File: config.mk
export PLATFORM = sky130hd
export DESIGN_NAME = tl_rx_error_check_ctrl
export DESIGN_NICKNAME = d
export VERILOG_FILES = /design/src/rtl/tl_rx_pkg.sv /design/src/rtl/tl_rx_error_check_ctrl.sv
export SDC_FILE = /design/constraint.sdc
export NUM_CORES = 1
export LEC_CHECK = 0
export ABC_AREA = 1
export CELL_PAD_IN_SITES_DETAIL_PLACEMENT = 0
export CELL_PAD_IN_SITES_GLOBAL_PLACEMENT = 2
export CORE_UTILIZATION = 32
export CTS_CLUSTER_SIZE = 40
export DETAILED_ROUTE_END_ITERATION = 7
export PLACE_DENSITY = 0.89
export SETUP_SLACK_MARGIN = 0.3
export SLEW_MARGIN = 20
export SYNTH_ARGS = -nofsm -noshare
export SYNTH_HDL_FRONTEND = slang
export SYNTH_SLANG_ARGS = --single-unit
File: constraint.sdc
create_clock -name clk -period 3.25 [get_ports clk]
set_clock_uncertainty 0.15 [all_clocks]
set_input_delay 0.975 -clock clk [delete_from_list [all_inputs] [get_ports clk]]
set_output_delay 0.975 -clock clk [all_outputs]
set_load 0.1 [all_outputs]
File: src/rtl/tl_rx_pkg.sv
// Shared definitions for the TL receive error-check controller: FSM state
// encodings and decoded TLP type codes.
package tl_rx_pkg;

   typedef enum logic [1:0] {
      ST_IDLE   = 2'd0,
      ST_DATA   = 2'd1,
      ST_CHECK  = 2'd2,
      ST_REPORT = 2'd3
   } state_e;

   typedef enum logic [2:0] {
      TYP_MEMORY        = 3'b000,
      TYP_IO            = 3'b001,
      TYP_COMPLETION    = 3'b010,
      TYP_CONFIGURATION = 3'b011,
      TYP_MESSAGE       = 3'b100
   } tlp_typ_e;

   localparam int unsigned TLP_TYP_W = 3;
   localparam int unsigned MALF_CNT_W = 16;

endpackage : tl_rx_pkg

File: src/rtl/tl_rx_error_check_ctrl.sv
// Tracks one received TLP, counts payload DW, triggers the malformed checker
// and reports failures. Optional TL_RX_MALF_STATS_EN adds a failure counter.
module tl_rx_error_check_ctrl
   import tl_rx_pkg::*;
#(
   parameter int DATA_WIDTH = 10,
   parameter int BEAT_DW    = 8
) (
   input  logic                         clk,
   input  logic                         arst_n,
   input  logic                         i_tlp_start,
   input  logic [TLP_TYP_W-1:0]         i_typ,
   input  logic [DATA_WIDTH-1:0]        i_length,
   input  logic                         i_has_data,
   input  logic                         i_data_valid,
   input  logic [$clog2(BEAT_DW)-1:0]   i_data_dw,
   input  logic                         i_eop,
   input  logic                         i_malformed_error,
   output logic                         o_malformed_en,
   output logic [$clog2(BEAT_DW)-1:0]   o_last_dw,
   output logic [$clog2(BEAT_DW)-1:0]   o_last_rcv_data,
   output logic                         o_eop,
   output logic                         o_rcv_done,
   output logic                         o_busy,
`ifdef TL_RX_MALF_STATS_EN
   output logic [MALF_CNT_W-1:0]        o_malf_cnt,
`endif
   output logic                         o_err_valid,
   input  logic                         i_err_ready,
   output logic [TLP_TYP_W-1:0]         o_err_typ
);

   localparam int CW    = DATA_WIDTH + 1;
   localparam int IDX_W = $clog2(BEAT_DW);

   state_e                  state_q, state_d;
   logic [TLP_TYP_W-1:0]    typ_q, typ_d;
   logic [CW-1:0]           eff_len_q, eff_len_d;
   logic [CW-1:0]           cnt_q, cnt_d;
   logic [IDX_W-1:0]        last_dw_q, last_dw_d;
   logic [IDX_W-1:0]        last_rcv_q, last_rcv_d;
   logic                    eop_q, eop_d;
   logic                    rcv_done_q, rcv_done_d;

   logic [CW-1:0]           eff_len_in;
   logic [DATA_WIDTH-1:0]   len_m1;
   logic [CW:0]             cnt_sum;
   logic [CW-1:0]           cnt_upd;

   // Length 0 encodes 2^DATA_WIDTH DW; the minus-one wraps so its low bits give 7.
   assign eff_len_in = (i_length == '0) ? {1'b1, {DATA_WIDTH{1'b0}}} : {1'b0, i_length};
   assign len_m1     = i_length - DATA_WIDTH'(1);
   assign cnt_sum    = {1'b0, cnt_q} + (CW+1)'(i_data_dw) + (CW+1)'(1);
   assign cnt_upd    = cnt_sum[CW] ? {CW{1'b1}} : cnt_sum[CW-1:0];

   always_comb begin
      state_d    = state_q;
      typ_d      = typ_q;
      eff_len_d  = eff_len_q;
      cnt_d      = cnt_q;
      last_dw_d  = last_dw_q;
      last_rcv_d = last_rcv_q;
      eop_d      = eop_q;
      rcv_done_d = rcv_done_q;

      unique case (state_q)
         ST_IDLE: begin
            if (i_tlp_start) begin
               typ_d     = i_typ;
               eff_len_d = eff_len_in;
               last_dw_d = len_m1[IDX_W-1:0];
               cnt_d     = '0;
               if (i_has_data) begin
                  last_rcv_d = '0;
                  eop_d      = 1'b0;
                  rcv_done_d = 1'b0;
                  state_d    = ST_DATA;
               end else begin
                  // No payload: make the length checks trivially agree.
                  last_rcv_d = len_m1[IDX_W-1:0];
                  eop_d      = 1'b1;
                  rcv_done_d = 1'b1;
                  state_d    = ST_CHECK;
               end
            end
         end

         ST_DATA: begin
            if (i_data_valid) begin
               cnt_d = cnt_upd;
               if (i_eop) begin
                  eop_d      = 1'b1;
                  last_rcv_d = i_data_dw;
                  rcv_done_d = (cnt_upd == eff_len_q);
                  state_d    = ST_CHECK;
               end
            end
         end

         ST_CHECK: begin
            state_d = i_malformed_error ? ST_REPORT : ST_IDLE;
         end

         ST_REPORT: begin
            if (i_err_ready) begin
               state_d = ST_IDLE;
            end
         end

         default: begin
            state_d = ST_IDLE;
         end
      endcase
   end

   always_ff @(posedge clk or negedge arst_n) begin
      if (!arst_n) begin
         state_q    <= ST_IDLE;
         typ_q      <= '0;
         eff_len_q  <= '0;
         cnt_q      <= '0;
         last_dw_q  <= '0;
         last_rcv_q <= '0;
         eop_q      <= 1'b0;
         rcv_done_q <= 1'b0;
      end else begin
         state_q    <= state_d;
         typ_q      <= typ_d;
         eff_len_q  <= eff_len_d;
         cnt_q      <= cnt_d;
         last_dw_q  <= last_dw_d;
         last_rcv_q <= last_rcv_d;
         eop_q      <= eop_d;
         rcv_done_q <= rcv_done_d;
      end
   end

`ifdef TL_RX_MALF_STATS_EN
   logic [MALF_CNT_W-1:0] malf_cnt_q, malf_cnt_d;

   // Counts accepted error reports, sticking at all-ones.
   always_comb begin
      malf_cnt_d = malf_cnt_q;
      if ((state_q == ST_REPORT) && i_err_ready && (malf_cnt_q != {MALF_CNT_W{1'b1}})) begin
         malf_cnt_d = malf_cnt_q + MALF_CNT_W'(1);
      end
   end

   always_ff @(posedge clk or negedge arst_n) begin
      if (!arst_n) begin
         malf_cnt_q <= '0;
      end else begin
         malf_cnt_q <= malf_cnt_d;
      end
   end

   assign o_malf_cnt = malf_cnt_q;
`endif

   assign o_malformed_en  = (state_q == ST_CHECK);
   assign o_busy          = (state_q != ST_IDLE);
   assign o_err_valid     = (state_q == ST_REPORT);
   assign o_err_typ       = typ_q;
   assign o_last_dw       = last_dw_q;
   assign o_last_rcv_data = last_rcv_q;
   assign o_eop           = eop_q;
   assign o_rcv_done      = rcv_done_q;

endmodule : tl_rx_error_check_ctrl
# [After elaboration in Yosys (flattened, before gate mapping)]
# Cells that the tools add are included.
# W data, S select, Z words.
[op_classes] add_sub_neg=3 reduce_logical=8 n_mux=25 n_eq_ne=8
[ops] cell="$mux W11" count=4
[ops] cell="$pmux W11 S2" count=1
[ops] cell="$add A11 B3 Y12" count=1
[ops] cell="$add A12 B1 Y12 const B" count=1
[ops] cell="$mux W2" count=6
[ops] cell="$mux W3" count=4
[ops] cell="$eq A11 B11 Y1" count=1
[ops] cell="$logic_not A10 Y1" count=1
[ops] cell="$pmux W2 S4" count=1
[ops] cell="$reduce_and A4 Y1" count=2
[ops] cell="$mux W1" count=6
[ops] cell="$ne A2 B2 Y1 const B" count=3
[ops] cell="$pmux W3 S2" count=1
[ops] cell="$eq A2 B2 Y1 const B" count=2
[ops] cell="$pmux W1 S2" count=2
[ops] cell="$reduce_bool A2 Y1" count=2
[ops] cell="$reduce_and A3 Y1" count=1
[ops] cell="$sub A3 B1 Y3 const B" count=1
[ops] cell="$eq A2 B1 Y1 const B" count=1
[ops] cell="$logic_not A2 Y1" count=1
[ops] cell="$ne A2 B1 Y1 const B" count=1
[ops] cell="$reduce_and A2 Y1" count=1
[totals] wordCells=52 reg_bits=35 in_bits=24 output_inout_bits=14

# [Logic depth before layout (Yosys ltp)]
# Gate-level depths: netlist of run 1.
[logic_depth] word_depth=7 depth_mapped=19 depth_no_buf=19

# [Worst setup path before layout of run 1]
# No wires, ideal clock.
[synth_path] path_kind="register -> output" from="register state_q[1]" to="output o_malformed_en" t_required_ns=2.125 path_buffers=0 arrival_ns=1.718 stages_incl_launch_ff=3 slack_ns=0.407 cell_sequence="dfrtp_1 -> inv_1 -> nor2_1"
[synth_between] elab_chain_len=1
[synth_lines] element="start: declaration" line_no="tl_rx_error_check_ctrl.sv:36" text="state_e state_q, state_d;"
[synth_lines] element="start signal: assignment" line_no="tl_rx_error_check_ctrl.sv:127" text="state_q <= state_d;"
[synth_lines] element="$eq A2 B2 Y1" line_no="tl_rx_error_check_ctrl.sv:160" text="assign o_malformed_en = (state_q == ST_CHECK);"
[synth_lines] element="end: declaration" line_no="tl_rx_error_check_ctrl.sv:19" text="output logic o_malformed_en,"
# Every way passes these cells.

# [Worst setup path after layout of run 1]
[layout_path] from="input i_data_dw[0]" to="register rcv_done_q, in the netlist o_rcv_done"
[layout_between] elab_chain_len=7
[layout_lines] element="start: declaration" line_no="tl_rx_error_check_ctrl.sv:16" text="input logic [$clog2(BEAT_DW)-1:0] i_data_dw,"
[layout_lines] element="$add A11 B3 Y12" line_no="tl_rx_error_check_ctrl.sv:53" text="assign cnt_sum = {1'b0, cnt_q} + (CW+1)'(i_data_dw) + (CW+1)'(1);"
[layout_lines] element="$add A12 B1 Y12" line_no="tl_rx_error_check_ctrl.sv:53"
[layout_lines] element="$mux W11" line_no="tl_rx_error_check_ctrl.sv:54" text="assign cnt_upd = cnt_sum[CW] ? {CW{1'b1}} : cnt_sum[CW-1:0];"
[layout_lines] element="$eq A11 B11 Y1" line_no="tl_rx_error_check_ctrl.sv:94" text="rcv_done_d = (cnt_upd == eff_len_q);"
[layout_lines] element="$mux W1" line_no="tl_rx_error_check_ctrl.sv:91" text="if (i_eop) begin"
[layout_lines] element="$mux W1" line_no="tl_rx_error_check_ctrl.sv:89" text="if (i_data_valid) begin"
[layout_lines] element="$pmux W1 S2" line_no="tl_rx_error_check_ctrl.sv:66" text="unique case (state_q)"
[layout_lines] element="end signal: assignment" line_no="tl_rx_error_check_ctrl.sv:134" text="rcv_done_q <= rcv_done_d;"
[layout_lines] element="end: declaration" line_no="tl_rx_error_check_ctrl.sv:43" text="logic rcv_done_q, rcv_done_d;"
# Every way passes these cells. The select of a mux whose other input is x is not followed.
# A chain may end at the register's enable or synchronous reset.

==> results_tabular.tex, run 1 <==
\begin{tabular}{lr}
\hline
Metric & Value \\
\hline
\multicolumn{2}{l}{\textbf{Job}} \\
\quad Number of maximum-capacitance constraint violations & 0 \\
\multicolumn{2}{l}{\textbf{Synth}} \\
\quad Number of synthesized flops with an enable pin & 0 \\
\quad Area share of the largest cell type after synthesis & 0.3982 \\
\quad Warnings, synthesis & 0 \\
\quad Portion of the post-synthesis area used by sequential elements & 0.3982 \\
\quad Asr flop ratio synth & 1.000 \\
\quad Netlist area before placement & 0.002200 mm² \\
\quad Leading post-synthesis cells by cell area & dfrtp\_1 40\%, nand2\_1 18\%, inv\_1 7.5\% \\
\quad Cell type with the largest total area after synthesis & dfrtp\_1 \\
\quad Most used DFF post-synth & dfrtp\_1 \\
\quad Net count after synthesis & about 340 \\
\quad Number of storage elements in the synthesis netlist & 35 \\
\quad Number of instances in the synthesized netlist & 310 \\
\quad Synth Area per Inst & 7.096 µm² \\
\quad Post-synth cell types & 29 \\
\multicolumn{2}{l}{\textbf{STA}} \\
\quad Slew HR & 0.6816 \\
\quad Count of pins over their slew limit & 0 \\
\quad Final count of hold timing violations & 0 \\
\quad Maximum clock frequency & about 380 MHz \\
\quad Setup slack after layout & slightly above 0.6 ns \\
\quad Total negative setup slack & 0 ns \\
\quad Post-layout min period & 2.634 ns \\
\quad Final clock period utilization by the worst path & 0.8105 \\
\quad Number of failing setup endpoints in the final timing report & 0 \\
\quad Actual slew at the worst max-slew pin & $\sim$0.48 ns \\
\quad RSZ-0062 raised after global routing & no \\
\multicolumn{2}{l}{\textbf{Worst setup path}} \\
\quad Critical path buffers and inverters & 3 \\
\quad Data arrival time at the worst-slack endpoint & about 2.7 ns \\
\quad Capture instance of the worst register-to-register path & o\_rcv\_done \\
\quad Crit-path max FO & 4 \\
\quad CP dominant cell by count & nand2\_1 \\
\quad Critical path's top delay family & simple AND/OR/NAND/NOR gates \\
\quad Slack of the worst reg-to-reg path & 1.06 ns \\
\quad Launching point of the worst reg2reg path & cnt\_q[0] \\
\quad Required arrival time at the worst endpoint & 3.28 ns \\
\quad Critical path launch point type & input port \\
\quad Timing startpoint of the critical path & i\_data\_dw[0] \\
\quad Class of the most critical setup path & input port to register \\
\quad Slowest Stage Delay on Critical Path & 0.39 ns \\
\quad Type of element capturing the critical path & register \\
\quad Cell type of the slowest stage on the worst timing path & fa\_2 \\
\quad Number of cell instances on the worst register-to-register path & 16 \\
\quad List of cells traversed by the critical path & dlymetal6s2s\_1 -> inv\_2 -> ha\_2 -> inv\_2 -> fa\_2 -> nand2\_1 -> nand2\_2 -> nand3\_1 -> nand2\_2 -> nor2\_2 -> nand2\_1 -> nand3\_1 -> nor2\_1 -> nand3\_1 -> nand2\_1 -> nand2\_1 -> nand2\_1 \\
\multicolumn{2}{l}{\textbf{Layout}} \\
\quad Final standard cell area without fillers & 0.002909 mm² \\
\quad End-of-flow core utilization & 0.4479 \\
\quad Commonest non-fill, non-tap cell in the layout & nand2\_1 \\
\quad Number of nets in the layout & $\sim$400 \\
\quad Layout cell share with drive strength beyond 1 & 0.2044 \\
\quad Number of inserted diodes & 0 \\
\quad Commonest non-fill, non-tap cells in the layout & 102 x nand2\_1, 42 x inv\_1, 35 x dfrtp\_1 \\
\quad Layout area overhead & 32.25\% \\
\multicolumn{2}{l}{\textbf{Pwr}} \\
\quad Reported leakage power & 1.500 nW \\
\quad Maximum ir drop on the vdd rail & slightly below 0.5 mV \\
\quad Power Density & 991.5 mW/mm² \\
\multicolumn{2}{l}{\textbf{Floorplanning}} \\
\quad Floorplan Core Area & about 0.0065 mm² \\
\quad I/O Pins & 38 \\
\quad Row cnt & 29 \\
\quad Starting density of the core & 0.3387 \\
\quad Die outline height & between 80 and 90 µm \\
\quad Width of the die & 84.91 µm \\
\quad Die ar. & roughly 0.0072 mm² \\
\multicolumn{2}{l}{\textbf{Drt}} \\
\quad Via density per instance & 4.662 \\
\quad DRC violation count after routing & 0 \\
\quad Via count & $\sim$2100 \\
\quad Routed wire length & around 5800 µm \\
\quad Iteration count of the initial detailed-routing pass & 4 \\
\quad First DRT Iteration DRCs & 91 \\
\quad Final antenna-violating net count & 0 \\
\quad Avg WL per Cell & 13.04 µm \\
\multicolumn{2}{l}{\textbf{Hold path}} \\
\quad Hold crit path type & register to register \\
\quad Hold Path Depth & 2 \\
\quad Worst hold start & o\_last\_rcv\_data[1] \\
\quad Terminating pin of the worst hold path & o\_last\_rcv\_data[1] \\
\multicolumn{2}{l}{\textbf{Clock network}} \\
\quad Root buf cell & clkbuf\_8 \\
\quad CTS H-tree depth & 2 \\
\quad Number of clock sinks seen by CTS & 35 \\
\quad Clock buffers created by TritonCTS & 5 \\
\quad CTS tree & done \\
\quad Worst-case clock buffer depth & 2 \\
\quad Clock transition at path regs & about 0.080 ns \\
\quad Total of hold buffers inserted after clock tree synthesis & 0 \\
\quad Clock insertion delay at the later pin of the skew report & roughly 0.29 ns \\
\multicolumn{2}{l}{\textbf{Placement}} \\
\quad Placement-stage cell area & around 0.0027 mm² \\
\quad Routability cong. & 0.8034 \\
\quad HPWL after detailed placement & between 4000 and 5000 µm \\
\quad Number of buffers inserted by port buffering & 37 \\
\quad DP Worst Slack & -0.09399 ns \\
\multicolumn{2}{l}{\textbf{GRT}} \\
\quad Number of global-route vias before repair & 2021 \\
\quad Initial antenna violation count & 0 \\
\quad Largest net degree at the start of global routing & 36 \\
\quad Global-route wire length before repair & 10070 µm \\
\quad GR Overflow Total & 0 \\
\quad GRT Util Overall & 0.1807 \\
\multicolumn{2}{l}{\textbf{Outcome}} \\
\quad Run status & finished, final reports clean \\
\hline
\end{tabular}
cells in the mapped netlist, drive strengths merged (3+ instances only):
| cell type | number |
|---|---|
| nand2 | 111 |
| nor2 | 25 |
| nand4 | 5 |
| dfrtp | 35 |
| nor3 | 3 |
| o21ai | 22 |
| clkbuf | 4 |
| inv | 49 |
| a21oi | 4 |
| o22ai | 4 |
| nand3 | 33 |
| ha | 4 |
layout make-up:
| cell class | instances | area (µm²) |
|---|---|---|
| flip-flops and latches | 35 | 875.8 |
| inverters | 49 | 183.9 |
| clock buffers | 5 | 68.82 |
| multi-input cells | 220 | 1139 |
| well taps | 77 | 96.34 |
| clock inverters | 3 | 67.56 |
| repair buffers | 55 | 478.0 |
| fillers | 671 | 3586 |
metal layers:
metal	global-route usage	wire length [µm]	up-vias	part of all wire
met5	0	0	-	0
met4	0.05085	35	0	0.0060
met3	0.03599	212	2	0.037
met2	0.2823	2573	46	0.44
met1	0.2547	2968	929	0.51
li1	-	-	1093	-
logic make-up after synthesis:
| kind of cell | share of synthesized area |
|---|---|
| adders and majority gates | 0.03186 |
| xor gates and xnor gates | 0.007965 |
| AOI/OAI and AO/OA | 0.08874 |
| DFF | 0.3982 |
| and+or+nand+nor | 0.3726 |
| buffers and inverters | 0.1007 |
worst max path at each step:
stage | depth (start not counted) | slack, ns | to
after global placement | 17 | -0.07 | o_rcv_done
final | 17 | 0.62 | o_rcv_done
after floorplan | 2 | 0.41 | o_malformed_en
after global routing | 20 | 0.44 | o_rcv_done
after CTS | 19 | 0.31 | o_rcv_done
after detailed placement | 17 | -0.09 | o_rcv_done
flip-flops by register name (all words and copies together), names as in the netlist:
register,flops
cnt_q,11
eff_len_q,11
o_last_dw,3
o_err_typ,3
o_eop,1
o_last_rcv_data,3
state_q,2
o_rcv_done,1
worst register-to-register path: cells and delay by family, from the launching register on:
family / cells / cell delay, ns
flip-flops: 1 / 0.36
AND/OR/NAND/NOR: 12 / 0.92
adder cells (fa/ha/maj): 2 / 0.56
buffers and inverters: 2 / 0.12
repair_timing:
| item | 4_1_cts | 5_1_grt |
|---|---|---|
| setup buffers | 0 | 0 |
| setup endpoints to repair | 1 | 1 |
| gates resized for setup | 2 | 14 |
| pin swaps | 0 | 2 |
| cloned | 0 | 0 |
power breakdown:
group	switching, mW	internal (mW)	leakage (nW)
logic	1.20	0.484	0.991
registers	0.117	0.607	0.445
clock network	0.169	0.306	0.0644
through the flow:
stage               power (mW)  hold WS, ns  instances
global placement         2.399       0.3082        436
floorplan                1.954       0.3031        310
detailed placement       2.399       0.3130        436
CTS                      2.891       0.3332        444
global route             3.096       0.3503        444
finish                   2.884       0.3274        444
(Power assumes the default switching activity.)
==> inputs of run 2 (changes only) <==
Settings changed: CORE_UTILIZATION 32 to 29, PLACE_DENSITY 0.89 to 0.82.
Clock period 3.25 ns to 2.65 ns, I/O delays scaled along.
==> run 2 against run 1 <==
  * Total power grew 29%
  * Die area grew 10%
  * Global-route usage shrank 1.1 points
  * Non-clock buffer count grew 9
  * Critical path depth grew 3
  * Core utilization shrank 2.2 points
  * Sequential cell count is the same
  * Combinational power grew 33%
==> results_tabular.tex, run 2 (synthesis results as in run 1) <==
\begin{tabular}{lr}
\hline
Metric & Value \\
\hline
\multicolumn{2}{l}{\textbf{Outcome}} \\
\quad Run status & finished, final reports clean \\
\multicolumn{2}{l}{\textbf{Job}} \\
\quad Number of maximum-capacitance constraint violations & 0 (unchanged) \\
\multicolumn{2}{l}{\textbf{Worst setup path}} \\
\quad Type of element capturing the critical path & register \\
\quad Number of cell instances on the worst register-to-register path & 19 (+3) \\
\quad Critical path launch point type & input port \\
\quad Capture instance of the worst register-to-register path & o\_rcv\_done \\
\quad Launching point of the worst reg2reg path & cnt\_q[0] \\
\quad Endpoint of the worst setup timing path & o\_rcv\_done \\
\quad Data arrival time at the worst-slack endpoint & 2.42 ns (-0.25 ns) \\
\quad Crit-path max FO & 3 (-1) \\
\quad Required arrival time at the worst endpoint & 2.73 ns (-0.55 ns) \\
\quad Slack of the worst reg-to-reg path & 0.48 ns (-0.58 ns) \\
\quad Timing startpoint of the critical path & i\_data\_dw[0] \\
\quad Class of the most critical setup path & input port to register \\
\multicolumn{2}{l}{\textbf{Floorplanning}} \\
\quad Die outline height & 89.09 µm (+4.9\%) \\
\quad Width of the die & 89.09 µm (+4.9\%) \\
\quad Row cnt & 31 (+6.9\%) \\
\quad Starting density of the core & 0.3016 (-0.03702) \\
\quad I/O Pins & 38 (unchanged) \\
\quad Floorplan Core Area & 0.007292 mm² (+12\%) \\
\quad Die ar. & 0.007937 mm² (+10\%) \\
\multicolumn{2}{l}{\textbf{Layout}} \\
\quad Number of nets in the layout & 404 (+2.3\%) \\
\quad Leading registers by flop count & cnt\_q x11, eff\_len\_q x11 \\
\quad Layout area overhead & 41.24\% \\
\quad Count of non-filler cells in the finished layout & 475 (+7.0\%) \\
\quad End-of-flow core utilization & 0.4260 (-0.02184) \\
\quad Layout cell share with drive strength beyond 1 & 0.2473 (+0.04298) \\
\quad Commonest non-fill, non-tap cell in the layout & nand2\_1 \\
\quad Commonest non-fill, non-tap cells in the layout & 102 x nand2\_1, 41 x inv\_1, 38 x buf\_4 \\
\quad Number of inserted diodes & 0 (unchanged) \\
\multicolumn{2}{l}{\textbf{Drt}} \\
\quad DRC violation count after routing & 0 (unchanged) \\
\quad Final antenna-violating net count & 0 (unchanged) \\
\quad Avg WL per Cell & 12.27 µm (-5.9\%) \\
\quad Via density per instance & 4.349 (-6.7\%) \\
\quad Routed wire length & 5827 µm (+0.66\%) \\
\quad First DRT Iteration DRCs & 117 (+29\%) \\
\quad Iteration count of the initial detailed-routing pass & 4 (unchanged) \\
\quad Via count & 2066 (-0.19\%) \\
\multicolumn{2}{l}{\textbf{STA}} \\
\quad Count of pins over their slew limit & 0 (unchanged) \\
\quad RSZ-0062 raised after global routing & yes \\
\quad Number of failing setup endpoints in the final timing report & 0 (unchanged) \\
\quad Post-layout min period & 2.334 ns \\
\quad Slew HR & 0.7021 (+0.02046) \\
\quad Final count of hold timing violations & 0 (unchanged) \\
\quad Maximum clock frequency & 428.5 MHz \\
\quad Actual slew at the worst max-slew pin & 0.4469 ns (-0.03068 ns) \\
\quad Setup slack after layout & 0.3165 ns (-0.2995 ns) \\
\quad Final clock period utilization by the worst path & 0.8806 \\
\multicolumn{2}{l}{\textbf{Placement}} \\
\quad Routability cong. & 0.7726 (-3.8\%) \\
\quad Number of buffers inserted by port buffering & 37 (unchanged) \\
\quad Total instance count after detailed placement & 464 (+6.4\%) \\
\quad HPWL after detailed placement & 4696 µm (+3.0\%) \\
\quad DP Worst Slack & -0.5560 ns (-0.4620 ns) \\
\multicolumn{2}{l}{\textbf{Clock network}} \\
\quad Root buf cell & clkbuf\_8 \\
\quad Clock buffers created by TritonCTS & 5 (unchanged) \\
\quad Worst-case clock buffer depth & 2 (unchanged) \\
\quad CTS tree & done \\
\quad Number of clock sinks seen by CTS & 35 (unchanged) \\
\quad Total of hold buffers inserted after clock tree synthesis & 0 (unchanged) \\
\quad CTS H-tree depth & 2 (unchanged) \\
\quad Clock insertion delay at the later pin of the skew report & 0.29 ns (about the same) \\
\quad Clock transition at path regs & 0.08 ns (about the same) \\
\multicolumn{2}{l}{\textbf{Pwr}} \\
\quad Power Density & 1197 mW/mm² (+21\%) \\
\quad Maximum ir drop on the vdd rail & 0.5112 mV (+3.3\%) \\
\quad Reported leakage power & 1.538 nW (+2.5\%) \\
\multicolumn{2}{l}{\textbf{GRT}} \\
\quad Initial antenna violation count & 0 (unchanged) \\
\quad Number of global-route vias before repair & 2050 (+1.4\%) \\
\quad Global-route wire length before repair & 9942 µm (-1.2\%) \\
\quad GR Overflow Total & 0 (unchanged) \\
\quad Largest net degree at the start of global routing & 23 (-36\%) \\
\quad GRT Util Overall & 0.1694 (-0.01131) \\
\multicolumn{2}{l}{\textbf{Hold path}} \\
\quad Hold crit path type & input port to async pin \\
\hline
\end{tabular}
-- run 2: area by class of cell --
| class | instances | area (µm²) |
|---|---|---|
| clock inverter | 3 | 67.56 |
| sequential | 35 | 875.8 |
| timing repair buffer | 64 | 574.3 |
| clock buffer | 5 | 68.82 |
| inverter | 49 | 198.9 |
| fill | 749 | 4185 |
| tap | 99 | 123.9 |
| multi-input combinational | 220 | 1197 |
-- run 2: worst min-delay path by stage --
| stage | start | to | slack [ns] |
|---|---|---|---|
| floorplan | cnt_q[2] | cnt_q[2] | 0.30 |
| global placement | o_err_typ[1] | o_err_typ[1] | 0.31 |
| detailed placement | o_err_typ[2] | o_err_typ[2] | 0.31 |
| CTS | arst_n | o_last_dw[2] | 0.29 |
| global route | arst_n | o_last_dw[2] | 0.30 |
| finish | arst_n | o_last_dw[0] | 0.28 |
-- run 2: where the power goes --
group          switching [mW]  leakage, nW  internal [mW]  total [mW]
Clock                   0.207       0.0644          0.375       0.583
Sequential              0.143        0.445          0.745       0.888
Combinational            1.53         1.03          0.719        2.25
Total                    1.88         1.54           1.84        3.72
-- run 2: layer usage --
metal,wire length (µm),GRT usage
met1,2941,0.2421
met2,2572,0.2575
met5,0,0
met4,75,0.05339
met3,238,0.03416
-- run 2: stage by stage --
stage / cell area [µm²] / power [mW] / hold WS (ns) / setup TNS, ns
floorplan: 2240 / 2.421 / 0.3031 / 0
global placement: 2874 / 3.069 / 0.3114 / -2.757
detailed placement: 2874 / 3.076 / 0.3147 / -2.951
CTS: 3099 / 3.745 / 0.2891 / 0
global route: 3107 / 3.977 / 0.3038 / 0
finish: 3107 / 3.720 / 0.2832 / 0
-- run 2: repair_timing --
item | 4_1_cts | 5_1_grt
resized for setup | 23 | 3
setup buffers | 3 | 0
pin swaps | 11 | 8
setup endpoints to repair | 11 | 4
-- run 2: worst max-delay path, cell delays in order --
cell and delay (ns):
buf_6 0.11, inv_12 0.04, ha_4 0.12, inv_4 0.03, fa_2 0.36, nand3_2 0.10
nand2_2 0.07, nand2_1 0.06, nand2_1 0.06, inv_2 0.06, nand2_2 0.05, nand2_1 0.05
nand2_1 0.04, nor2_1 0.09, nand2_1 0.05, nor2_1 0.09, nand3_1 0.07, nand2_1 0.07
nand2_1 0.05, nand2_1 0.05
==> inputs of run 3 (changes only) <==
Clock period 2.65 ns to 2.2 ns, I/O delays scaled along.
==> run 3 against run 2 <==
  * Wire length increased by 6.1%
  * Sequential cell count unchanged
  * Highest routed layer unchanged
  * Via count increased by 4.0%
  * Largest power group unchanged
  * Sequential power increased by 28%
  * Core utilization increased by 3.8 points
  * Register-to-register slack got worse by 0.39 ns
  * Worst hold slack improved by 0.11 ns
  * Die area unchanged
  * Combinational power increased by 39%
  * Worst setup slack got worse by 0.28 ns
  * Final cell count increased by 2.7%
  * Critical path type unchanged
==> results_tabular.tex, run 3 (synthesis results as in run 1) <==
\begin{tabular}{lr}
\hline
Metric & Value \\
\hline
\multicolumn{2}{l}{\textbf{STA}} \\
\quad Final count of hold timing violations & 0 (unchanged) \\
\quad RSZ-0062 raised after global routing & yes \\
\quad Number of failing setup endpoints in the final timing report & 0 (unchanged) \\
\quad Count of pins over their slew limit & 0 (unchanged) \\
\quad Actual slew at the worst max-slew pin & 0.2434 ns (-0.2034 ns) \\
\quad Slew HR & 0.8365 (+0.1344) \\
\quad Maximum clock frequency & around 460 MHz \\
\quad Post-layout min period & around 2.2 ns \\
\quad Final clock period utilization by the worst path & 0.9854 \\
\multicolumn{2}{l}{\textbf{Pwr}} \\
\quad Reported leakage power & 1.632 nW (+6.1\%) \\
\quad Power Density & 1400 mW/mm² (+17\%) \\
\quad Combinational cell fraction of total power & 0.662 (+0.057) \\
\quad Clock network fraction of total power & 0.098 (-0.059) \\
\quad Switch share & 0.5051 (-0.0006203) \\
\quad Internal power consumption & 2.343 mW (+27\%) \\
\quad Sequential share of power & 0.241 (+0.002) \\
\quad Tot Pwr & 4.734 mW (+27\%) \\
\quad Switching component of the power & 2.391 mW (+27\%) \\
\quad Maximum ir drop on the vdd rail & 0.7924 mV (+55\%) \\
\multicolumn{2}{l}{\textbf{Clock network}} \\
\quad Root buf cell & clkbuf\_8 \\
\quad Clock transition at path regs & 0.08 ns (about the same) \\
\quad CTS H-tree depth & 2 (unchanged) \\
\quad Clock insertion delay at the later pin of the skew report & 0.29 ns (about the same) \\
\quad Number of clock sinks seen by CTS & 35 (unchanged) \\
\quad Worst-case clock buffer depth & 2 (unchanged) \\
\quad Total of hold buffers inserted after clock tree synthesis & 0 (unchanged) \\
\quad CTS tree & done \\
\quad Clock buffers created by TritonCTS & 5 (unchanged) \\
\multicolumn{2}{l}{\textbf{Outcome}} \\
\quad Run status & finished, final reports clean \\
\multicolumn{2}{l}{\textbf{Job}} \\
\quad Number of maximum-capacitance constraint violations & 0 (unchanged) \\
\multicolumn{2}{l}{\textbf{Worst setup path}} \\
\quad Number of cell instances on the worst register-to-register path & 19 (unchanged) \\
\quad Required arrival time at the worst endpoint & 2.28 ns (-0.45 ns) \\
\quad Critical path launch point type & input port \\
\quad Capture instance of the worst register-to-register path & o\_rcv\_done \\
\quad Type of element capturing the critical path & register \\
\quad Slack of the worst reg-to-reg path & 0.09 ns (-0.39 ns) \\
\quad Launching point of the worst reg2reg path & cnt\_q[0] \\
\quad CP dominant cell by count & nand2\_1 \\
\quad List of cells traversed by the critical path & buf\_8 -> inv\_12 -> ha\_4 -> inv\_4 -> fa\_2 -> nand3\_2 -> nand2\_2 -> nand2\_1 -> nand2\_1 -> inv\_2 -> nand2\_2 -> nand2\_1 -> nand2\_1 -> nor2\_1 -> nand2\_1 -> nor2\_1 -> nand3\_1 -> nand2\_1 -> nand2\_1 -> nand2\_1 \\
\quad Cell type of the slowest stage on the worst timing path & fa\_2 \\
\quad Data arrival time at the worst-slack endpoint & 2.25 ns (-0.17 ns) \\
\quad Crit-path max FO & 3 (unchanged) \\
\quad Slowest Stage Delay on Critical Path & 0.37 ns (about the same) \\
\quad Class of the most critical setup path & input port to register \\
\multicolumn{2}{l}{\textbf{Placement}} \\
\quad Number of buffers inserted by port buffering & 37 (unchanged) \\
\quad Routability cong. & 0.8189 (+6.0\%) \\
\quad HPWL after detailed placement & 4766 µm (+1.5\%) \\
\quad Total instance count after detailed placement & 471 (+1.5\%) \\
\quad Placement-stage cell area & 0.003099 mm² (+7.8\%) \\
\multicolumn{2}{l}{\textbf{Layout}} \\
\quad Final standard cell area without fillers & 0.003382 mm² (+8.9\%) \\
\quad Layout area overhead & 53.75\% \\
\quad Layout cell share with drive strength beyond 1 & 0.3213 (+0.07400) \\
\quad Commonest non-fill, non-tap cell in the layout & nand2\_1 \\
\quad Count of non-filler cells in the finished layout & 488 (+2.7\%) \\
\quad Number of nets in the layout & 417 (+3.2\%) \\
\quad Number of inserted diodes & 0 (unchanged) \\
\quad End-of-flow core utilization & 0.4638 (+0.03775) \\
\quad Leading registers by flop count & cnt\_q x11, eff\_len\_q x11 \\
\quad Commonest non-fill, non-tap cells in the layout & 93 x nand2\_1, 37 x inv\_1, 35 x buf\_4 \\
\multicolumn{2}{l}{\textbf{Hold path}} \\
\quad Worst hold start & o\_eop \\
\quad Hold Path Depth & 1 \\
\quad Hold crit path type & register to register \\
\quad Terminating pin of the worst hold path & o\_eop \\
\multicolumn{2}{l}{\textbf{Floorplanning}} \\
\quad Width of the die & 89.09 µm (unchanged) \\
\quad Starting density of the core & 0.3016 (unchanged) \\
\quad Die outline height & 89.09 µm (unchanged) \\
\quad Die ar. & 0.007937 mm² (unchanged) \\
\quad Row cnt & 31 (unchanged) \\
\quad Floorplan Core Area & 0.007292 mm² (unchanged) \\
\quad I/O Pins & 38 (unchanged) \\
\multicolumn{2}{l}{\textbf{Drt}} \\
\quad Routed wire length & 6180 µm (+6.1\%) \\
\quad Via count & 2149 (+4.0\%) \\
\quad First DRT Iteration DRCs & 207 (+77\%) \\
\quad Iteration count of the initial detailed-routing pass & 4 (unchanged) \\
\quad Avg WL per Cell & 12.66 µm (+3.2\%) \\
\quad Final antenna-violating net count & 0 (unchanged) \\
\quad DRC violation count after routing & 0 (unchanged) \\
\quad Via density per instance & 4.404 (+1.2\%) \\
\multicolumn{2}{l}{\textbf{GRT}} \\
\quad Largest net degree at the start of global routing & 36 (+57\%) \\
\quad Global-route wire length before repair & 10420 µm (+4.8\%) \\
\quad GR Overflow Total & 0 (unchanged) \\
\quad Initial antenna violation count & 0 (unchanged) \\
\quad GRT Util Overall & 0.1754 (+0.005992) \\
\quad Number of global-route vias before repair & 2122 (+3.5\%) \\
\hline
\end{tabular}
[run 3: cell types whose count changed in the layout (fill, tap and decap cells not counted), moves of 4 or more]
cell,before,now
nand2_2,7,15
dlygate4sd2_1,0,4
inv_1,41,37
nand2_1,102,93
inv_2,6,10
buf_12,3,15
[run 3: critical path, delay by kind of cell]
family | cells | cell delay, ns
simple gates | 14 | 0.86
fa+ha+maj | 2 | 0.49
buf+inv | 4 | 0.24
[run 3: metrics by stage]
step                      setup TNS [ns]  hold WS (ns)  worst slack, ns
after floorplan                  -0.1362        0.2144          -0.1362
after global placement            -6.852        0.3665          -0.8407
after detailed placement          -7.126        0.3797          -0.8785
after CTS                      -0.001580        0.4021        -0.001580
after global routing             -0.1094        0.4254          -0.1094
final                                  0        0.3947          0.03215
[run 3: per-layer routing]
| metal | GRT usage | up-vias | share of wire | wire length [µm] |
|---|---|---|---|---|
| met5 | 0 | - | 0 | 0 |
| met1 | 0.2530 | 967 | 0.51 | 3156 |
| met3 | 0.02862 | 6 | 0.032 | 195 |
| li1 | - | 1136 | - | - |
| met4 | 0.05772 | 0 | 0.012 | 74 |
| met2 | 0.2672 | 40 | 0.45 | 2753 |
[run 3: timing repair]
action | 4_1_cts | 5_1_grt
resized for setup | 32 | 29
gates cloned | 0 | 1
setup endpoints to repair | 18 | 18
pin swaps | 15 | 9
setup buffers | 5 | 3
[run 3: final cells by class]
class                   instances  area [µm²]
clock buffers                   6       72.57
clock inverters                 2       12.51
fillers                       773        3910
inverters                      49       198.9
multi-input cells             221        1279
flip-flops and latches         35       878.3
well taps                      99       123.9
repair buffers                 76       817.0
[run 3: how the worst max path moves through the flow]
stage                             from         end  slack, ns  cells past startpoint
after floorplan           i_data_dw[0]  o_rcv_done      -0.14                     19
after global placement    i_data_dw[0]  o_rcv_done      -0.84                     20
after detailed placement  i_data_dw[0]  o_rcv_done      -0.88                     20
after CTS                 i_data_dw[0]  o_rcv_done     -0.002                     20
after global routing      i_data_dw[0]  o_rcv_done      -0.11                     16
final                     i_data_dw[0]  o_rcv_done       0.03                     20
[run 3: power groups by stage]
stage | Clock [mW] | Combinational [mW] | Sequential (mW)
2_1_floorplan | 0 | 1.24 | 1.70
3_3_place_gp | 0 | 2.89 | 1.12
3_5_place_dp | 0 | 2.90 | 1.13
4_1_cts | 0.483 | 3.02 | 1.13
5_1_grt | 0.516 | 3.37 | 1.17
6_report | 0.463 | 3.13 | 1.14
==> RTL edit 1 (config.mk and constraints of run 2) <==
Change the package constant `TLP_TYP_W` from 3 to 4.
--- a/src/rtl/tl_rx_pkg.sv
+++ b/src/rtl/tl_rx_pkg.sv
@@ -17,7 +17,7 @@
       TYP_MESSAGE       = 3'b100
    } tlp_typ_e;
 
-   localparam int unsigned TLP_TYP_W = 3;
+   localparam int unsigned TLP_TYP_W = 4;
    localparam int unsigned MALF_CNT_W = 16;
 
 endpackage : tl_rx_pkg
Ports: changed (resized i_typ and o_err_typ); port bits go from 38 to 40. No check against the original RTL was run, so the function may have changed too.
==> RTL edit 1 against run 2 <==
First-iteration DRC count shrank 15%; routed wire length grew 8.5%; power shrank 1.4%; sequential cell count grew 1; final area shrank 2.0%; synthesized area shrank 2.4%; critical path type unchanged; setup slack gained 6.4 ps; highest routed layer unchanged.
==> RTL edit 1: results (changes against run 2) <==
Critical path
  • Crit Path Class: in2reg
  • R2r worst-path depth: 17 (-2)
  • Crit-path max FO: 3 (unchanged)

Finish
  • Non-CTS buffers: 60 (-6.3%)
  • Fraction of layout cells with a size suffix above 1: 23.8% (-0.91 points)
  • Fillers: 734 (-2.0%)
  • Multi-input gates: 215 (-2.3%)
  • Final #Nets: 390 (-3.5%)
  • Area added between synthesis and finish: 41.9%
  • Logic inverters: 42 (-14%)
  • Non-Filler Instances: 457 (-3.8%)
  • ClkCell Share: 3.53% (-0.86 points)
  • # clk buffers: 6 (+1)
  • Multi-input gate area: 0.00120 mm2 (+0.42%)
  • Sequential Area: 901 um2 (+2.9%)
  • Non-clock buffering overhead: 17.8% (-0.70 points)

Placement
  • DP Area: 0.00279 mm2 (-2.9%)
  • Placed instance count: 444 (-4.3%)
  • DP Worst Slack: -532 ps (+24.4 ps)
  • I/O Buffers: 39 (+5.4%)
  • Final GP Congestion: 0.812 (+5.1%)
  • DP HPWL: 4510 um (-4.0%)

Route
  • Met1 WL: 3050 um (+3.6%)
  • Met2 wire len: 2870 um (+12%)
  • Drt via density: 4.56 (+4.8%)
  • Met3 routed WL: 252 um (+5.9%)
  • Initial DRC count: 99 (-15%)
  • Total Wirelength: 6320 um (+8.5%)

Global route
  • First-pass GRT wire length: 10500 um (+5.6%)
  • Vias in the first global route: 2053 (+0.15%)
  • GRT Total Usage: 18.2% (+1.3 points)
  • Largest net degree at the start of global routing: 22 (-4.3%)
  • Met1 GRT Util: 26.1% (+1.9 points)
  • M2 GR Usage: 27.5% (+1.7 points)
  • Routing usage on met3: 2.73% (-0.68 points)

Synthesis
  • Syn Nets: 327 (-3.5%)
  • Synth area leaders: dfrtp_1, nand2_1, nand3_1
  • Yosys warnings: 0 (unchanged)
  • Avg Cell Area, Syn: 7.22 um2 (+1.8%)
  • Post-synthesis register bit count: 36 (+2.9%)
  • Synth Area in Adders: 3.27% (+0.080 points)
  • Top cells by count, synth: nand2_1, inv_1, dfrtp_1
  • Compound-Gate Fraction of Synth Area: 8.34% (-0.54 points)
  • Yosys cell types: 29 (unchanged)
  • Mux contribution to synthesized area: 0% (unchanged)
  • Sequential area share after synthesis: 42.0% (+2.2 points)
  • Post-synthesis xor/xnor area fraction: 2.04% (+1.2 points)

STA
  • Final worst slack: 323 ps (+6.37 ps)
  • Worst slew pin tran: 511 ps (+63.9 ps)
  • Hold_ws: 321 ps (+37.7 ps)

Power and ir drop
  • Worst vdd ir: 0.000865 V (+69%)
  • Int Pwr: 1.75 mW (-5.1%)
  • P_leak: 1.52 nW (-1.3%)

Outcome
  • Status: complete, no violations

CTS
  • CTS max path bufs: 2 (unchanged)
==> RTL edit 1: cell types whose count changed after synthesis, sizes merged, moves of 2 or more <==
cell   before  now
inv        49   42
o21ai      22   18
nand2     111  108
nor2       25   22
xor2        0    3
a21oi       4    6
==> RTL edit 1: power by group through the flow <==
stage	Combinational [mW]	Sequential [mW]	Clock (mW)
2_1_floorplan	0.961	1.47	0
6_report	2.27	0.912	0.487
4_1_cts	2.24	0.910	0.502
3_5_place_dp	2.14	0.912	0
3_3_place_gp	2.13	0.915	0
5_1_grt	2.45	0.938	0.523
==> RTL edit 1: critical path, cell delays in order <==
cell and delay, ps:
buf_8 110, inv_12 40, ha_4 120, inv_4 30, fa_2 380, nand2_4 110
nand2_4 60, nand2_1 60, nand2_1 50, nand2_2 80, nand3b_1 70, nand2_1 70
nand3_2 60, nor2_2 130, nand3_1 80, nand2_1 70, nand2_1 40, nand2_1 50
==> RTL edit 2 (flow settings as in run 2) <==
Made on the original files. The 4 states of `state_e` get a one-hot encoding in 4 bits.
--- a/src/rtl/tl_rx_pkg.sv
+++ b/src/rtl/tl_rx_pkg.sv
@@ -2,11 +2,11 @@
 // encodings and decoded TLP type codes.
 package tl_rx_pkg;
 
-   typedef enum logic [1:0] {
-      ST_IDLE   = 2'd0,
-      ST_DATA   = 2'd1,
-      ST_CHECK  = 2'd2,
-      ST_REPORT = 2'd3
+   typedef enum logic [3:0] {
+      ST_IDLE   = 4'b0001,
+      ST_DATA   = 4'b0010,
+      ST_CHECK  = 4'b0100,
+      ST_REPORT = 4'b1000
    } state_e;
 
    typedef enum logic [2:0] {
Behaviour: no difference found for any inputs over 4 cycles, from zero or initial values and one cycle with arst_n low; so few cycles prove little.
==> RTL edit 2 against run 2 <==
Routed wire length is 2.4% higher; final area is 3.1% higher; power is 0.91% higher; combinational power is 4% higher; largest cell class unchanged; sequential cell count is 2 higher; first-iteration DRC count is 19% lower; synthesized area is 0.57% higher; largest power group unchanged; setup slack worse by 21 ps; critical path type unchanged; global-route usage is 0.17 points lower; via count is 2.7% higher; sequential power is 2% higher.
==> RTL edit 2: results (changes against run 2) <==
Finish
  • Fraction of layout cells with a size suffix above 1: 27.2% (+2.4 points)
  • Final #Nets: 407 (+0.74%)
  • Top Registers: cnt_q (11), eff_len_q (11), state_q (4)
  • Fillers: 752 (+0.40%)
  • Non-Filler Instances: 478 (+0.63%)

CTS
  • Clock root cell: clkbuf_8
  • CTS Buf Count: 5 (unchanged)

Placement
  • DP Worst Slack: -543 ps (+13.3 ps)
  • Placed instance count: 455 (-1.9%)
  • DP HPWL: 4440 um (-5.5%)
  • Final GP Congestion: 0.811 (+5.0%)
  • DP Area: 0.00291 mm2 (+1.2%)

Critical path
  • R2r setup slk: 450 ps (-30 ps)
  • CP max stage delay: 380 ps (+20 ps)
  • Crit-path max FO: 4 (+1)
  • R2R Path Start: cnt_q[0]

Power and ir drop
  • Clock share of power: 13.9% (-1.8 points)
  • Worst vdd ir: 0.000570 V (+11%)
  • Seq pwr: 0.904 mW (+2%)
  • Clock group: 0.522 mW (-10%)
  • P_leak: 1.57 nW (+2.2%)
  • Int Pwr: 1.88 mW (+2.1%)

Synthesis
  • Syn Nets: 330 (-2.7%)
  • Synth area leaders: dfrtp_1, nand2_1, inv_1
  • Mapped Cells: 301 (-2.9%)
  • Top cells by count, synth: nand2_1, inv_1, dfrtp_1
  • Sequential area share after synthesis: 41.9% (+2.1 points)
  • Yosys cell types: 34 (+17%)

Route
  • Initial DRC count: 95 (-19%)
  • Via count: 2121 (+2.7%)
  • WL/cell: 12.5 um (+1.7%)
  • Drt pass-1 iters: 4 (unchanged)

STA
  • Slew HR: 72.9% (+2.7 points)
  • Hold_ws: 308 ps (+25.1 ps)
  • Fin crit share: 88.9% (+0.80 points)

Global route
  • First-pass GRT wire length: 10000 um (+0.69%)
  • Largest net degree at the start of global routing: 38 (+65%)
  • GRT Total Usage: 16.8% (-0.17 points)

Outcome
  • Status: complete, no violations

Hold path
  • Hold Crit Class: in2async
==> RTL edit 2: logic make-up after synthesis <==
| family | synth area share, % |
|---|---|
| simple gates | 34.8 |
| buf+inv | 9.45 |
| compound gates | 9.45 |
| flops | 41.9 |
| fa+ha+maj | 3.17 |
| xor+xnor | 1.19 |
==> RTL edit 2: per-layer routing <==
metal / routed length, um / global-route usage (%)
met5: 0 / 0
met4: 76 / 5.34
met3: 175 / 3.05
met2: 2700 / 26.4
met1: 3010 / 23.3
==> RTL edit 2: area by class of cell <==
type / instances / area (um2) / area share [%]
Tap cell: 99 / 124 / 3.87
Clock inverter: 1 / 30.0 / 0.937
Sequential cell: 37 / 927 / 28.9
Multi-Input combinational cell: 211 / 1170 / 36.5
Timing Repair Buffer: 75 / 673 / 21.0
Inverter: 48 / 195 / 6.09
Clock buffer: 7 / 86.3 / 2.69
==> RTL edit 2: repair_timing <==
action | CTS | global route
endpoints found under the setup margin | 13 | 4
pin swaps | 15 | 2
resized for setup | 25 | 5
setup buffers | 10 | 5
